--- config.mk ---
export PLATFORM = sky130hd
export DESIGN_NAME = pio_arb_flat
export DESIGN_NICKNAME = d
export VERILOG_FILES = /design/src/rtl/pio_arb_if.sv /design/src/rtl/pio_arb.sv /design/src/flat_wrapper.sv
export SDC_FILE = /design/constraint.sdc
export NUM_CORES = 1
export LEC_CHECK = 0
export ABC_CLOCK_PERIOD_IN_PS = 1550
export CAP_MARGIN = 10
export CORE_ASPECT_RATIO = 1.2
export CORE_MARGIN = 1.5
export CORE_UTILIZATION = 42
export CTS_CLUSTER_DIAMETER = 100
export DETAILED_ROUTE_END_ITERATION = 7
export PLACE_DENSITY = 0.82
export SYNTH_ARGS = -nofsm -noshare
export SYNTH_HDL_FRONTEND = slang
export SYNTH_SLANG_ARGS = --single-unit
--- constraint.sdc ---
create_clock -name clk -period 1.55 [get_ports clk]
set_input_delay 0.3875 -clock clk [delete_from_list [all_inputs] [get_ports clk]]
set_output_delay 0.3875 -clock clk [all_outputs]
set_load 0.05 [all_outputs]
--- src/rtl/pio_arb_if.sv ---
// pio_arb_if: one PIO bus. The request side (valid/write/addr/wdata) is
// driven by the master and the response side (ack/err/rdata) by the slave.
interface pio_arb_if #(
  parameter int ADDR_W = 32,
  parameter int DATA_W = 32
);
  logic              valid;
  logic              write;
  logic [ADDR_W-1:0] addr;
  logic [DATA_W-1:0] wdata;
  logic              ack;
  logic              err;
  logic [DATA_W-1:0] rdata;

  modport master (output valid, write, addr, wdata, input ack, err, rdata);
  modport slave  (input valid, write, addr, wdata, output ack, err, rdata);
endinterface

--- src/rtl/pio_arb.sv ---
// pio_arb: round-robin arbiter sharing one PIO slave bus between two masters.
// Each grant covers exactly one transaction. The slave request and the
// master responses are registered, and each response is a one-cycle pulse
// delivered only to the master that owns the bus.
// Optional feature macro: PIO_ARB_TIMEOUT_EN adds a slave-response watchdog
// (TIMEOUT cycles); the TIMEOUT parameter exists only when it is defined.
module pio_arb #(
  parameter int ADDR_W = 32,
  parameter int DATA_W = 32
`ifdef PIO_ARB_TIMEOUT_EN
  , parameter int TIMEOUT = 255
`endif
) (
  input logic      clk,
  input logic      reset,
  pio_arb_if.slave m0,
  pio_arb_if.slave m1,
  pio_arb_if.master s
);

  typedef enum logic [1:0] {IDLE, REQ, RESP} state_t;

  state_t            state;
  logic              owner;
  logic              ptr;
  logic              grant0;
  logic              grant1;
  logic              rsp_done;
  logic              rsp_err;
  logic [DATA_W-1:0] rsp_data;

`ifdef PIO_ARB_TIMEOUT_EN
  localparam int CNT_W = $clog2(TIMEOUT + 1);
  localparam logic [CNT_W-1:0] CNT_LAST = CNT_W'(TIMEOUT - 1);
  logic [CNT_W-1:0] cnt;
`endif

  // Arbitration choice: a lone requester always wins, a tie goes to the pointer
  always_comb begin
    grant0 = m0.valid && (!m1.valid || !ptr);
    grant1 = m1.valid && !grant0;
  end

  // Completion of the slave phase: a real s_ack, or the watchdog giving up
  always_comb begin
    rsp_done = s.ack;
    rsp_err  = s.err;
    rsp_data = s.rdata;
`ifdef PIO_ARB_TIMEOUT_EN
    if (!s.ack && (cnt == CNT_LAST)) begin
      rsp_done = 1'b1;
      rsp_err  = 1'b1;
      rsp_data = {DATA_W{1'b0}};
    end
`endif
  end

  // Arbitration FSM with registered slave request and master responses
  always_ff @(posedge clk or negedge reset) begin
    if (!reset) begin
      state    <= IDLE;
      owner    <= 1'b0;
      ptr      <= 1'b0;
      s.valid  <= 1'b0;
      s.write  <= 1'b0;
      s.addr   <= {ADDR_W{1'b0}};
      s.wdata  <= {DATA_W{1'b0}};
      m0.ack   <= 1'b0;
      m0.err   <= 1'b0;
      m0.rdata <= {DATA_W{1'b0}};
      m1.ack   <= 1'b0;
      m1.err   <= 1'b0;
      m1.rdata <= {DATA_W{1'b0}};
`ifdef PIO_ARB_TIMEOUT_EN
      cnt      <= '0;
`endif
    end else begin
      case (state)
        IDLE: begin
          if (grant0 || grant1) begin
            owner   <= grant1;
            s.valid <= 1'b1;
            s.write <= grant1 ? m1.write : m0.write;
            s.addr  <= grant1 ? m1.addr  : m0.addr;
            s.wdata <= grant1 ? m1.wdata : m0.wdata;
`ifdef PIO_ARB_TIMEOUT_EN
            cnt     <= '0;
`endif
            state   <= REQ;
          end
        end
        REQ: begin
          if (rsp_done) begin
            if (!owner) begin
              m0.ack   <= 1'b1;
              m0.err   <= rsp_err;
              m0.rdata <= rsp_data;
            end else begin
              m1.ack   <= 1'b1;
              m1.err   <= rsp_err;
              m1.rdata <= rsp_data;
            end
            s.valid <= 1'b0;
            state   <= RESP;
          end
`ifdef PIO_ARB_TIMEOUT_EN
          else begin
            cnt <= cnt + 1'b1;
          end
`endif
        end
        RESP: begin
          m0.ack <= 1'b0;
          m0.err <= 1'b0;
          m1.ack <= 1'b0;
          m1.err <= 1'b0;
          ptr    <= ~owner;
          state  <= IDLE;
        end
        default: state <= IDLE;
      endcase
    end
  end

endmodule

--- src/flat_wrapper.sv ---
// flat-port wrapper written by rule: the top's interface ports become plain ports
module pio_arb_flat 
#(
  parameter int ADDR_W = 32,
  parameter int DATA_W = 32

)
  (clk, reset, m0_valid, m0_write, m0_addr, m0_wdata, m0_ack, m0_err, m0_rdata, m1_valid, m1_write, m1_addr, m1_wdata, m1_ack, m1_err, m1_rdata, s_valid, s_write, s_addr, s_wdata, s_ack, s_err, s_rdata);
  pio_arb_if #(.ADDR_W(ADDR_W), .DATA_W(DATA_W)) m0_i ();
  pio_arb_if #(.ADDR_W(ADDR_W), .DATA_W(DATA_W)) m1_i ();
  pio_arb_if #(.ADDR_W(ADDR_W), .DATA_W(DATA_W)) s_i ();
  input logic clk;
  input logic reset;
  input wire logic [$bits(m0_i.valid)-1:0] m0_valid;
  input wire logic [$bits(m0_i.write)-1:0] m0_write;
  input wire logic [$bits(m0_i.addr)-1:0] m0_addr;
  input wire logic [$bits(m0_i.wdata)-1:0] m0_wdata;
  output wire logic [$bits(m0_i.ack)-1:0] m0_ack;
  output wire logic [$bits(m0_i.err)-1:0] m0_err;
  output wire logic [$bits(m0_i.rdata)-1:0] m0_rdata;
  input wire logic [$bits(m1_i.valid)-1:0] m1_valid;
  input wire logic [$bits(m1_i.write)-1:0] m1_write;
  input wire logic [$bits(m1_i.addr)-1:0] m1_addr;
  input wire logic [$bits(m1_i.wdata)-1:0] m1_wdata;
  output wire logic [$bits(m1_i.ack)-1:0] m1_ack;
  output wire logic [$bits(m1_i.err)-1:0] m1_err;
  output wire logic [$bits(m1_i.rdata)-1:0] m1_rdata;
  output wire logic [$bits(s_i.valid)-1:0] s_valid;
  output wire logic [$bits(s_i.write)-1:0] s_write;
  output wire logic [$bits(s_i.addr)-1:0] s_addr;
  output wire logic [$bits(s_i.wdata)-1:0] s_wdata;
  input wire logic [$bits(s_i.ack)-1:0] s_ack;
  input wire logic [$bits(s_i.err)-1:0] s_err;
  input wire logic [$bits(s_i.rdata)-1:0] s_rdata;
  assign m0_i.valid = m0_valid;
  assign m0_i.write = m0_write;
  assign m0_i.addr = m0_addr;
  assign m0_i.wdata = m0_wdata;
  assign m0_ack = m0_i.ack;
  assign m0_err = m0_i.err;
  assign m0_rdata = m0_i.rdata;
  assign m1_i.valid = m1_valid;
  assign m1_i.write = m1_write;
  assign m1_i.addr = m1_addr;
  assign m1_i.wdata = m1_wdata;
  assign m1_ack = m1_i.ack;
  assign m1_err = m1_i.err;
  assign m1_rdata = m1_i.rdata;
  assign s_valid = s_i.valid;
  assign s_write = s_i.write;
  assign s_addr = s_i.addr;
  assign s_wdata = s_i.wdata;
  assign s_i.ack = s_ack;
  assign s_i.err = s_err;
  assign s_i.rdata = s_rdata;
  pio_arb #(.ADDR_W(ADDR_W), .DATA_W(DATA_W)) u_core (.clk(clk), .reset(reset), .m0(m0_i), .m1(m1_i), .s(s_i));
endmodule
After elaboration in Yosys (flattened, before gate mapping). Index checks and enable logic that the tools add are counted. Widths: inputs -> output; s select.

Mux-type cells: 21. Eq/ne operators: 6. Reduce and logical (&&, ||, !) cells: 17. Bitwise logic cells: 1.

Operators with widths (count): $mux 32 (2); $reduce_and 3->1 (5); $mux 1 (11); $pmux 1 s2 (5); $mux 2 (2); $ne 2x1->1 const B (2); $ne 2x2->1 const B (2); $pmux 2 s2 (1); $reduce_and 2->1 (2); $reduce_bool 2->1 (2); $logic_not 1->1 (3); $eq 2x1->1 const B (1); $eq 2x2->1 const B (1); $logic_and 1x1->1 (2); $logic_not 2->1 (1); $logic_or 1x1->1 (2); $not 1->1 (1).

Bits in registers: 138. Word-level logic and storage cells: 58.

Longest topological paths before layout.
Depth in word-level cells: 8. Mapped depth: 6. Gate-level depth less buffers: 3.

Worst setup path after synthesis. Ideal clock, no wire load.

Kind: flip-flop to flip-flop. Start: reg u_core.owner. End: reg u_core.m0.rdata[10]. Setup time: 125 ps. Data required time: 1425 ps. Clock period less this slack: 1413 ps. Setup slack: 137 ps. Cell stages (with the launch flop): 5. Arrival: 1288 ps. Cell sequence: dfrtp_1 > and4bb_1 > buf_4 > buf_6 > mux2_4.

Cells in the longest elaborated chain, start to end: 2.

Ends and longest elaborated chain: start: declaration (RTL line pio_arb.sv:24) `logic owner;`; start signal: assignment (RTL line pio_arb.sv:81) `owner <= grant1;`; $not 1->1; $reduce_and 3->1 (no source line); end: declaration (RTL line pio_arb_if.sv:16) `modport slave (input valid, write, addr, wdata, output ack, err, rdata);`.

Every way passes these cells. A chain may end at the register's enable or synchronous reset.

Worst setup path in the final report.
Start: in s_ack. End: reg u_core.m0.rdata[2].

Cells in the longest elaborated chain, start to end: 1.

Ends and longest elaborated chain: start: declaration (RTL line flat_wrapper.sv:32) `input wire logic [$bits(s_i.ack)-1:0] s_ack;`; $reduce_and 3->1 (no source line).

Every way passes these cells.

==> reports/summary.md <==
Data arrives at the worst endpoint at 1.85 ns. The layout cell share with drive strength beyond 1 is 32.0%, and the met2 wirelength from detailed routing is 11900 microns. The run gives 49 as the number of placement rows. The critical-path cell with the highest stage delay was sky130_fd_sc_hd__clkdlybuf4s50_1.

The largest single stage delay on the critical path is 0.51 ns. The total iterations of the first detailed-routing run came out at 8. The instance area after placement came out at 11100 sq um. Total of flip-flops plus latches after synthesis: 138. The final route contains 5948 vias.

The cell count after synthesis came out at 547. The core region area is 15000 sq um, and the number of slew-limit violations in the final report is 0. For the pin with the worst max-slew slack, the measured transition is 0.343 ns. The cell area that synthesis handed to floorplanning was 6420 sq um. The number of top-level pins came out at 302. The buffer cell driving the clock tree root is sky130_fd_sc_hd__clkbuf_16. In this run the deepest clock path goes through 2 buffers.

For this block, the initial DRC count from the detailed router was 348. For this run, the post-layout net count is 1010. The critical path launch point type was an input pin. TritonCTS built the clock tree.

The worst slew margin relative to its limit is 77.1%, and the share of synthesized area occupied by flip-flops and latches is 53.7%. The placed wire-length estimate after detailed placement is 16600 microns. CTS built an H-tree with a depth of 4. The worst path needs 1.55 ns of the cycle, external delays included. The count of synthesis-stage warnings from yosys was 0; the power consumption was 0.0308 W. For this block, the routed nets add up to 23200 microns of wire.

The die width came out at 116 microns. Clock-pin slew was measured on the worst setup and hold paths at 0.06 ns. The via count of the first global-routing pass was 6307; the number of hold violations in the final report was 0.

The count of distinct cell types in the synthesized netlist is 27, and the post-route antenna net violation count is 0. The worst path setup slack after routing came out at -0.000172 ns. In this run the static leakage power is 4.81 nW. For the initial antenna violation count, the log shows 2.

For the maximum VDD drop, the log shows 1.27 mV. For this configuration, the core starts out at a cell density of 42.9%. In this run the critical register-to-register path is captured at u_core.m0.rdata[2]. In the finished design, the share of the clock period the worst path needs comes to 100%. The final instance area came out at 11700 sq um. The global placer's final weighted congestion was 0.810. The highest metal layer with signal wires was met4. The worst setup path is captured at a flop. At the later pin of the worst-skew pair, clock insertion delay measures 0.43 ns.

Hold-fix buffer count after cts: 1. The run gives 1 as the number of setup violations in the final report. Walking the worst path, the cells encountered are clkdlybuf4s50_1, and4bb_2, buf_12, mux2_1. Family with the most delay on the worst path: buffers and inverters. The sum of negative setup slack is -0.000172 ns. The number of buffers and inverters on the critical path was 2; the aggregate global routing overflow was 0. Launch point of the worst reg-to-reg path: u_core.state[0]. Dividing total power by cell area gives a power density of 2630 nW/um^2.

The worst min-delay path category is in -> async. The number of nets in the synthesized netlist is 715. Final hold analysis gives a worst-case slack of 0.445 ns.

The path depth of the worst reg2reg path is 3. The tools report the clock sink total as 138. Averaged over all synthesized cells, the footprint is 11.7 sq um. The final routed wire length divided by cell count is 21.9 microns, and the total routing resource utilization after global routing is 29.7%. The critical path in this run is classified as in -> reg.

STA puts the critical path data required time at 1.85 ns. Highest attainable clock frequency: 645 MHz. The largest fanout on the critical path works out to 35.

The number of clock buffers added by TritonCTS is 17. Setup repair after global routing left no endpoint under its margin. The flow ran to the end, but the final reports show violations. The area growth from synthesis to layout is 82.2%. The tools report the post-CTS setup buffer count as 0.

Dividing the detail-routed via count by the number of cells gives 5.61. The logs give 16100 sq um for the die area and 0.00791 ns for the clock skew. The checks that failed: setup timing.

The floorplan step set the die height to 138 microns. Wire segments on met3 add up to 2020 microns in the final route. For the count of max-cap constraint violations, the log shows 0.

In this run the register-to-register setup slack is 0.05 ns. The post-route met1 wirelength was 8110 microns. The maximum number of pins on one net before global-route repair is 54. The post-CTS resize count was 0; the quantity of I/O buffers inserted on ports was 301. The DRC violations left was 0. The first global-routing pass estimated 36000 microns of wire.
## synthesized netlist by cell type (all sizes together)
master	instances	share of area, %
dfrtp	138	54
o21ai	70	5.5
nand3	66	5.1
a21oi	65	5.1
a31oi	65	11
mux2	64	12
clkbuf	31	1.8
buf	26	3.0
nand2	6	0.35
inv	4	0.23
nand2b	3	0.29
nor2	2	0.23
a21o	1	0.12
a32o	1	0.16
and2	1	0.097
and4bb	1	0.19
nand4b	1	0.37
nor2b	1	0.097
or2	1	0.097
## power by group
group	leakage [nW]	internal (W)	total [W]	switching, W
Clock	0.263	0.00229	0.00388	0.00159
Sequential	1.60	0.00545	0.00767	0.00222
Combinational	2.95	0.00923	0.0192	0.0100
## area by class of cell
| type | count | area [sq um] |
|---|---|---|
| Timing Repair Buffer | 333 | 4760 |
| Sequential cell | 138 | 3450 |
| Fill cell | 862 | 3260 |
| Multi-Input combinational cell | 348 | 2660 |
| Clock buffer | 22 | 464 |
| Tap cell | 204 | 255 |
| Clock inverter | 10 | 92.6 |
| Inverter | 4 | 15.0 |
| Antenna cell | 2 | 5.00 |
## worst register-to-register path, delay by kind of cell, from the launching register on
kind          cells  cell delay, ns
buf+inv           1            0.26
simple gates      1            0.30
flops             1            0.43
mux               1            0.40
## metrics by stage
stage / instances / setup slack [ns] / utilization, %
floorplan: 547 / 0.137 / -
global placement: 1026 / -0.312 / 74.4
detailed placement: 1026 / -0.346 / 74.4
CTS: 1059 / 0.0185 / 78.2
global route: 1059 / 0.00511 / 78.2
finish: 1061 / -0.000172 / 78.2
## placed cells by master, fill, tap and decap left out, types with 2 or more instances in the layout
| master | instances |
|---|---|
| sky130_fd_sc_hd__clkbuf_16 | 17 |
| sky130_fd_sc_hd__mux2_4 | 20 |
| sky130_fd_sc_hd__clkinvlp_4 | 4 |
| sky130_fd_sc_hd__a31oi_2 | 50 |
| sky130_fd_sc_hd__diode_2 | 2 |
| sky130_fd_sc_hd__o21ai_0 | 66 |
| sky130_fd_sc_hd__dfrtp_1 | 138 |
| sky130_fd_sc_hd__clkbuf_1 | 3 |
| sky130_fd_sc_hd__nand3_1 | 66 |
| sky130_fd_sc_hd__buf_12 | 147 |
| sky130_fd_sc_hd__inv_6 | 2 |
| sky130_fd_sc_hd__o21ai_1 | 4 |
| sky130_fd_sc_hd__clkdlybuf4s50_1 | 165 |
| sky130_fd_sc_hd__clkinv_2 | 3 |
| sky130_fd_sc_hd__mux2_1 | 44 |
| sky130_fd_sc_hd__nand2_1 | 6 |
| sky130_fd_sc_hd__clkbuf_8 | 2 |
| sky130_fd_sc_hd__a31oi_1 | 15 |
| sky130_fd_sc_hd__a21oi_1 | 65 |
| sky130_fd_sc_hd__buf_4 | 18 |
| sky130_fd_sc_hd__inv_1 | 3 |
| sky130_fd_sc_hd__nand2b_1 | 2 |
## registers in the layout, indices dropped and copies added, names as in the netlist
name	count
u_core.m0.err	1
u_core.s.valid	1
u_core.m0.ack	1
u_core.ptr	1
u_core.m1.rdata	32
u_core.m0.rdata	32
u_core.s.write	1
u_core.s.wdata	32
u_core.s.addr	32
u_core.m1.ack	1
u_core.state	2
u_core.owner	1
u_core.m1.err	1
## cells by family (layout without fill, tap and decap cells)
kind of cell / after synthesis / count (layout) / synth area share [%]
compound gates: 202 / 202 / 22.0
mux: 64 / 64 / 12.4
other cells: 0 / 2 / 0
buf+inv: 61 / 369 / 5.00
simple gates: 82 / 82 / 6.87
flops: 138 / 138 / 53.7
## layer usage
metal,vias to the layer above,track usage [%]
met3,72,9.16
met5,-,0
li1,2614,-
met2,353,51.3
met4,0,16.5
met1,2909,31.9
## worst max path at each step
stage,start,end,slack [ns],cells past startpoint
6_report,s_ack,u_core.m0.rdata[2],-0.0002,4
5_1_grt,s_ack,u_core.m0.rdata[2],0.005,4
4_1_cts,s_ack,u_core.m0.rdata[2],0.02,4
3_5_place_dp,s_ack,u_core.m0.rdata[2],-0.35,4
3_3_place_gp,s_ack,u_core.m0.rdata[31],-0.31,4
2_1_floorplan,u_core.owner,u_core.m0.rdata[10],0.14,4
No activity file was read; power rests on OpenSTA's default activity.
